File: config.mk
export PLATFORM = sky130hd
export DESIGN_NAME = adder_32_flat
export DESIGN_NICKNAME = d
export VERILOG_FILES = /design/src/rtl/adder_32_if.sv /design/src/rtl/adder_32.sv /design/src/flat_wrapper.sv
export SDC_FILE = /design/constraint.sdc
export NUM_CORES = 1
export LEC_CHECK = 0
export BUFFER_PORTS_ARGS = -buffer_cell sky130_fd_sc_hd__buf_4
export CAP_MARGIN = 15
export CORE_MARGIN = 2
export CORE_UTILIZATION = 38
export CTS_BUF_LIST = sky130_fd_sc_hd__clkbuf_8
export CTS_CLUSTER_DIAMETER = 100
export DETAILED_ROUTE_END_ITERATION = 8
export PLACE_DENSITY = 0.71
export SKIP_LAST_GASP = 1
export SYNTH_ARGS = -nofsm -noshare
export SYNTH_HDL_FRONTEND = slang
export SYNTH_SLANG_ARGS = --single-unit
File: constraint.sdc
create_clock -name i_clk -period 3.7 [get_ports i_clk]
set_input_delay 0.185 -clock i_clk [delete_from_list [all_inputs] [get_ports i_clk]]
set_output_delay 0.185 -clock i_clk [all_outputs]
set_load 0.1 [all_outputs]
File: src/rtl/adder_32_if.sv
// Operand/result bundle for the 32-bit CLA adder.
// The master drives operands and carry-in, and the slave (the adder) returns results.
interface adder_32_if;
    logic        i_cIn_1;
    logic [31:0] i_adderOperand1_32;
    logic [31:0] i_adderOperand2_32;
    logic [31:0] o_adderSum_32;
    logic        o_cOut_1;
    logic        o_overflow_1;
    logic        o_zero_1;
    logic [31:0] o_sumReg_32;
    logic        o_cOutReg_1;
    logic        o_overflowReg_1;

    modport slave (
        input  i_cIn_1,
        input  i_adderOperand1_32,
        input  i_adderOperand2_32,
        output o_adderSum_32,
        output o_cOut_1,
        output o_overflow_1,
        output o_zero_1,
        output o_sumReg_32,
        output o_cOutReg_1,
        output o_overflowReg_1
    );

    modport master (
        output i_cIn_1,
        output i_adderOperand1_32,
        output i_adderOperand2_32,
        input  o_adderSum_32,
        input  o_cOut_1,
        input  o_overflow_1,
        input  o_zero_1,
        input  o_sumReg_32,
        input  o_cOutReg_1,
        input  o_overflowReg_1
    );
endinterface

File: src/rtl/adder_32.sv
// 32-bit two-level carry-lookahead adder with a zero-latency result path
// and a one-cycle registered copy of the result and flags.
module adder_32 (
    input  logic        i_clk,
    input  logic        i_rst_n,
    adder_32_if.slave   bus
);

    logic [31:0] op_a;
    logic [31:0] op_b;
    logic        carry_in;
    logic [31:0] bit_g;
    logic [31:0] bit_p;
    logic [31:0] bit_carry;
    logic [31:0] sum;
    logic [7:0]  grp_g;
    logic [7:0]  grp_p;
    logic [8:0]  grp_carry;

    assign op_a     = bus.i_adderOperand1_32;
    assign op_b     = bus.i_adderOperand2_32;
    assign carry_in = bus.i_cIn_1;

    assign bit_g = op_a & op_b;
    assign bit_p = op_a ^ op_b;

    // Flattened carry into group k+1. Every generate/propagate product is formed
    // independently, so no carry ripples from one group to the next.
    function automatic logic lookahead_carry(
        input logic [7:0] g,
        input logic [7:0] p,
        input logic       cin,
        input int         k
    );
        logic result;
        logic term;
        result = cin;
        for (int m = 0; m < 8; m++) begin
            if (m <= k) begin
                result = result & p[m];
            end
        end
        for (int j = 0; j < 8; j++) begin
            if (j <= k) begin
                term = g[j];
                for (int m = 0; m < 8; m++) begin
                    if ((m > j) && (m <= k)) begin
                        term = term & p[m];
                    end
                end
                result = result | term;
            end
        end
        return result;
    endfunction

    generate
        for (genvar grp = 0; grp < 8; grp++) begin : g_cla
            logic [3:0] g;
            logic [3:0] p;
            logic [3:0] c;

            assign g = bit_g[4*grp +: 4];
            assign p = bit_p[4*grp +: 4];

            assign c[0] = grp_carry[grp];
            assign c[1] = g[0]
                        | (p[0] & c[0]);
            assign c[2] = g[1]
                        | (p[1] & g[0])
                        | (p[1] & p[0] & c[0]);
            assign c[3] = g[2]
                        | (p[2] & g[1])
                        | (p[2] & p[1] & g[0])
                        | (p[2] & p[1] & p[0] & c[0]);

            assign grp_g[grp] = g[3]
                              | (p[3] & g[2])
                              | (p[3] & p[2] & g[1])
                              | (p[3] & p[2] & p[1] & g[0]);
            assign grp_p[grp] = &p;

            assign bit_carry[4*grp +: 4] = c;
            assign sum[4*grp +: 4]       = p ^ c;
        end
    endgenerate

    always_comb begin
        grp_carry    = '0;
        grp_carry[0] = carry_in;
        for (int k = 0; k < 8; k++) begin
            grp_carry[k+1] = lookahead_carry(grp_g, grp_p, carry_in, k);
        end
    end

    assign bus.o_adderSum_32 = sum;
    assign bus.o_cOut_1      = grp_carry[8];
    assign bus.o_overflow_1  = bit_carry[31] ^ grp_carry[8];
    assign bus.o_zero_1      = ~|sum;

    always_ff @(posedge i_clk) begin
        if (!i_rst_n) begin
            bus.o_sumReg_32     <= '0;
            bus.o_cOutReg_1     <= 1'b0;
            bus.o_overflowReg_1 <= 1'b0;
        end else begin
            bus.o_sumReg_32     <= sum;
            bus.o_cOutReg_1     <= grp_carry[8];
            bus.o_overflowReg_1 <= bit_carry[31] ^ grp_carry[8];
        end
    end

endmodule

File: src/flat_wrapper.sv
// flat-port wrapper written by rule: the top's interface ports become plain ports
module adder_32_flat 
  (i_clk, i_rst_n, bus_i_cIn_1, bus_i_adderOperand1_32, bus_i_adderOperand2_32, bus_o_adderSum_32, bus_o_cOut_1, bus_o_overflow_1, bus_o_zero_1, bus_o_sumReg_32, bus_o_cOutReg_1, bus_o_overflowReg_1);
  adder_32_if bus_i ();
  input  logic i_clk;
  input  logic i_rst_n;
  input wire logic [$bits(bus_i.i_cIn_1)-1:0] bus_i_cIn_1;
  input wire logic [$bits(bus_i.i_adderOperand1_32)-1:0] bus_i_adderOperand1_32;
  input wire logic [$bits(bus_i.i_adderOperand2_32)-1:0] bus_i_adderOperand2_32;
  output wire logic [$bits(bus_i.o_adderSum_32)-1:0] bus_o_adderSum_32;
  output wire logic [$bits(bus_i.o_cOut_1)-1:0] bus_o_cOut_1;
  output wire logic [$bits(bus_i.o_overflow_1)-1:0] bus_o_overflow_1;
  output wire logic [$bits(bus_i.o_zero_1)-1:0] bus_o_zero_1;
  output wire logic [$bits(bus_i.o_sumReg_32)-1:0] bus_o_sumReg_32;
  output wire logic [$bits(bus_i.o_cOutReg_1)-1:0] bus_o_cOutReg_1;
  output wire logic [$bits(bus_i.o_overflowReg_1)-1:0] bus_o_overflowReg_1;
  assign bus_i.i_cIn_1 = bus_i_cIn_1;
  assign bus_i.i_adderOperand1_32 = bus_i_adderOperand1_32;
  assign bus_i.i_adderOperand2_32 = bus_i_adderOperand2_32;
  assign bus_o_adderSum_32 = bus_i.o_adderSum_32;
  assign bus_o_cOut_1 = bus_i.o_cOut_1;
  assign bus_o_overflow_1 = bus_i.o_overflow_1;
  assign bus_o_zero_1 = bus_i.o_zero_1;
  assign bus_o_sumReg_32 = bus_i.o_sumReg_32;
  assign bus_o_cOutReg_1 = bus_i.o_cOutReg_1;
  assign bus_o_overflowReg_1 = bus_i.o_overflowReg_1;
  adder_32 u_core (.i_clk(i_clk), .i_rst_n(i_rst_n), .bus(bus_i));
endmodule
Word-level counts from Yosys, hierarchy flattened
Cells that the tools add are included.
{ "op_classes": {"n_reduce_logical": 10, "bitwise": 267} }
{ "op_table": {"columns": ["op", "count"], "rows": [
  ["$and 1x1->1", 148],
  ["$or 1x1->1", 108],
  ["$and 32x32->32", 1],
  ["$reduce_and 4->1", 8],
  ["$reduce_or 32->1", 1],
  ["$xor 32x32->32", 1],
  ["$xor 4x4->4", 8],
  ["$logic_not 1->1", 1],
  ["$xor 1x1->1", 1]
]} }
{ "totals": {"in_bits": 67, "wordCells": 280, "reg_bits": 34, "output_inout_bits": 69} }

Depth between registers and ports, before layout
{ "depth": {"ltp_word": 23, "mapped_depth": 16, "ltp_nobuf": 16} }

Worst setup path after synthesis
Ideal clock, no wire load.
{ "synth_timing": {"kind": "in2out", "startpoint": "input bus_i_adderOperand2_32[23]", "endpoint": "output bus_o_zero_1", "setup_slack_ns": -1.078, "stages": 15, "required_time_ns": 3.515, "n_path_buf": 0, "t_arrival_ns": 4.593, "cell_sequence": "ha_1 > a21o_1 > a21o_1 > a221o_1 > a21oi_1 > nand2_1 > a21o_1 > fa_1 > xor2_1 > nor4_1 > nand4_1 > nor3_1 > o2111ai_1 > nor3_1 > and4b_1"} }
{ "synth_via": {"elab_chain_cells": 16, "word_cells_on_any_way": 54, "cone_classes": "51 x bitwise; 3 x reduce/logical"} }
{ "synth_lines": {"columns": ["item", "line_no", "rtl"], "rows": [
  ["from (decl)", "flat_wrapper.sv:9", "input wire logic [$bits(bus_i.i_adderOperand2_32)-1:0] bus_i_adderOperand2_32;"],
  ["$xor 32x32->32", "adder_32.sv:25", "assign bit_p = op_a ^ op_b;"],
  ["$reduce_and 4->1", "adder_32.sv:81", "assign grp_p[grp] = &p;"],
  ["$and 1x1->1 (on tied branches) (2 in a row)", "adder_32.sv:40, adder_32.sv:48", null],
  ["$or 1x1->1 (5 in a row)", "adder_32.sv:51", "result = result | term;"],
  ["$or 1x1->1 * (2 in a row)", "adder_32.sv:51", null],
  ["$and 1x1->1 *", "adder_32.sv:68", "| (p[0] & c[0]);"],
  ["$or 1x1->1 *", "adder_32.sv:68", null],
  ["$xor 4x4->4 *", "adder_32.sv:84", "assign sum[4*grp +: 4] = p ^ c;"],
  ["named net bus_o_adderSum_32[29]", "flat_wrapper.sv:10", "output wire logic [$bits(bus_i.o_adderSum_32)-1:0] bus_o_adderSum_32;"],
  ["$reduce_or 32->1 *", "adder_32.sv:99", "assign bus.o_zero_1 = ~|sum;"],
  ["$logic_not 1->1 *", "adder_32.sv:99", null],
  ["to (decl)", "flat_wrapper.sv:13", "output wire logic [$bits(bus_i.o_zero_1)-1:0] bus_o_zero_1;"]
]} }
The timed path passes the listed nets; every way through them passes the cells marked *.

Worst setup path after layout
{ "layout_timing": {"startpoint": "input bus_i_adderOperand1_32[23]", "endpoint": "output bus_o_zero_1"} }
{ "layout_via": {"elab_chain_cells": 16, "word_cells_on_any_way": 54, "cone_classes": "51 x bitwise; 3 x reduce/logical"} }
{ "layout_lines": {"columns": ["item", "line_no", "rtl"], "rows": [
  ["from (decl)", "flat_wrapper.sv:8", "input wire logic [$bits(bus_i.i_adderOperand1_32)-1:0] bus_i_adderOperand1_32;"],
  ["$xor 32x32->32", "adder_32.sv:25", null],
  ["$reduce_and 4->1", "adder_32.sv:81", null],
  ["$and 1x1->1 (on tied branches) (2 in a row)", "adder_32.sv:40, adder_32.sv:48", null],
  ["$or 1x1->1 (7 in a row)", "adder_32.sv:51", null],
  ["$and 1x1->1 (on tied branches)", "adder_32.sv:68, adder_32.sv:71, adder_32.sv:75", null],
  ["$or 1x1->1 (on tied branches)", "adder_32.sv:68, adder_32.sv:71, adder_32.sv:75", null],
  ["$xor 4x4->4", "adder_32.sv:84", null],
  ["$reduce_or 32->1 *", "adder_32.sv:99", null],
  ["$logic_not 1->1 *", "adder_32.sv:99", null]
]} }
Every way passes the cells marked *; elsewhere a longest branch is shown, timed or not.

==> results.tsv <==
stage	metric	value	unit
worst_setup_path	crit_path_max_incr_delay	0.41	ns
clock_network	cts_num_sinks	34	
sta	finalCritPeriodShare	1.006	
drt	first_pass_iters	4	
grt	antenna_found_initial	0	
synth	avgSynthCellArea	9.163	um2
sta	drv_slew	0	
drt	via_count	2702	
worst_setup_path	startpoint_type	primary input	
final_layout	antenna_cells	0	
drt	routedWlPerCell	15.65	um
status	status	finished, violations left	
power	p_per_area	546.9	mW/mm2
final_layout	final_common_cell	buf_4	
die	ioPinCount	136	
job	max_cap_violations	0	
worst_setup_path	cp_common_cell	a21o_1	
die	start_util	0.3861	
grt	grt_pass1_vias	2664	
clock_network	cts_buffers	5	
clock_network	cts.htree.levels	2	
drt	ant_nets	0	
worst_setup_path	cp_cell_sequence	buf_6 -> ha_4 -> a21o_1 -> a21o_1 -> a221o_1 -> a21oi_2 -> nand2_1 -> a21o_1 -> fa_2 -> xor2_4 -> nor4_2 -> nand4_1 -> nor3_2 -> o2111ai_2 -> nor3_2 -> and4b_2 -> buf_12	
worst_setup_path	crit_family	compound AO/OA/AOI/OAI gates	
sta	worst_pin_slew	0.4524	ns
synth	yosys-top-cells-area	dfxtp_1 (28%), ha_1 (17%), and2_1 (8.8%)	
place	io_buffers	135	
worst_setup_path	end_kind	output port	
synth	ys_seq_area_frac	0.2825	
sta	setup_slack	-0.02358	ns
sta	rsz0062_at_grt	yes	
die	rows	29	
worst_setup_path	path_class	primary input to output port	
final_layout	finalNetCount	567	
synth	synth-seq-cells	34	
power	ir_worst_vdd	0.0004053	V
grt	grtUsageTotal	0.2227	
drt	routed_via_density	5.032	
final_layout	stdcell_area	0.004437	mm2
power	finalPower	2.426	mW
sta	period_minus_slack	3.724	ns
clock_network	postCtsHoldBufs	0	
place	place_congestion	0.8652	
status	violations	setup timing	
clock_network	cts.clk_slew.worst_paths	0.07	ns
synth	synthCells	263	
synth	synth_warnings	0	
sta	setup_viol	1	
final_layout	mostFrequentLayoutCells	buf_4 (190), and2_1 (34), dfxtp_1 (34)	
place	hpwl	6869	um
drt	drc	0	
synth	synth_area	0.002410	mm2
die	die_height	83.64	um
synth	synth_ff_type	dfxtp_1	
clock_network	clock_tree.buffer_depth	2	
clock_network	root_buffer	clkbuf_8	
power	power.leakage	2.100	nW
clock_network	cts_tree	done	
drt	drt_wl_total	8402	um
sta	whs	0.3231	ns
synth	synthArstFlopShare	0	
grt	grt_max_degree	35	
worst_setup_path	worst-path-max-fanout	2	
die	die-area	0.006995	mm2
synth	yosysTopAreaCell	dfxtp_1	
synth	synth_top_area_frac	0.2825	
sta	slew_headroom	0.6906	
final_layout	drive_gt1_frac	0.5500	
synth	synth_edf_count	0	
synth	syn-num-nets	370	
worst_setup_path	critPathRequiredTime	3.51	ns
place	place_area	0.004089	mm2
die	fp.dieW	83.64	um
final_layout	fill_cells	486	
worst_setup_path	path_buf_inv	2	
sta	timing.fmax	0.2686	GHz
final_layout	area_delta_synth_final	84.11	%
worst_setup_path	cp_slowest_cell	fa_2	
grt	grt_pass1_wl	12620	um
drt	drtIter0Drc	73	
worst_hold_path	hp-class	primary input to flop	
sta	fin_tns_setup	-0.02358	ns
worst_setup_path	critical_path_arrival	3.54	ns
synth	synth_cell_type_count	39	
grt	globalRouteOverflowTotal	0	
die	core_area	0.006241	mm2
sta	final_hold_viol_count	0	
## where the power goes
group          switching (mW)  internal [mW]
sequential             0.0131          0.416
clock                   0.134          0.126
combinational            1.28          0.461
total                    1.42           1.00
## repair_timing
action / in CTS / in global routing
hold endpoints to repair: 0 / 0
setup buffers: 0 / 2
pin swaps: 0 / 27
resized for setup: 10 / 33
endpoints found under the setup margin: 1 / 1
cloned: 0 / 0
## layout make-up
type | count | area (um2) | share of cell area
clock buffer | 5 | 68.82 | 0.01551
clock inverter | 2 | 10.01 | 0.002256
inverter | 8 | 30.03 | 0.006768
multi-input combinational | 218 | 2082 | 0.4693
sequential | 34 | 680.7 | 0.1534
tap | 77 | 96.34 | 0.02171
timing repair buffer | 193 | 1469 | 0.3311
## flip-flops by register name, summed over array words and instances, names as in the netlist
| name | cells |
|---|---|
| u_core.bus.o_cOutReg_1 | 1 |
| u_core.bus.o_overflowReg_1 | 1 |
| u_core.bus.o_sumReg_32 | 32 |
## final timing paths
kind	from	end	slack (ns)	cells past startpoint
worst max-delay path	bus_i_adderOperand1_32[23]	bus_o_zero_1	-0.02	17
worst min-delay path	i_rst_n	u_core.bus.o_sumReg_32[7]	0.32	2
## synth_stat cells (2+ instances only)
library cell  instances
ha_1                 32
inv_1                 8
nor4_1                4
and2_1               34
xnor2_1               9
nand4_1               4
o211ai_1              3
nor2b_1               3
clkbuf_1              3
a21o_1               10
nor3_1                6
o21a_1                5
o31a_1                2
nand2_1              15
o22ai_1               2
dfxtp_1              34
nand2b_1              4
a21oi_1              22
fa_1                  8
xor2_1               14
nor2_1                9
o21ai_0               8
nand3_1               8
## through the flow
stage          cells  worst slack [ns]    util
2_1_floorplan    263           -0.1406       -
3_3_place_gp     528          -0.09191  0.6552
3_5_place_dp     528           -0.1866  0.6552
4_1_cts          535          0.008237  0.6748
5_1_grt          537           -0.1614  0.7109
6_report         537          -0.02358  0.7109
## cells by family after synthesis
logic type / share of synthesized area
simple gates: 0.2129
compound gates: 0.1610
fa+ha+maj: 0.2326
flops: 0.2824
xor+xnor: 0.08360
buf+inv: 0.01713
mux: 0.01038
## layer usage
metal  vias up  track usage  wire length (um)  part of all wire
met5         -            0                 0                 0
met4         0      0.05279               113             0.013
met3         8      0.02868               394             0.047
met2        89       0.4145              4515              0.54
met1      1283       0.2707              3378              0.40
li1       1322            -                 -                 -
Power figures use the tool's default switching activity.
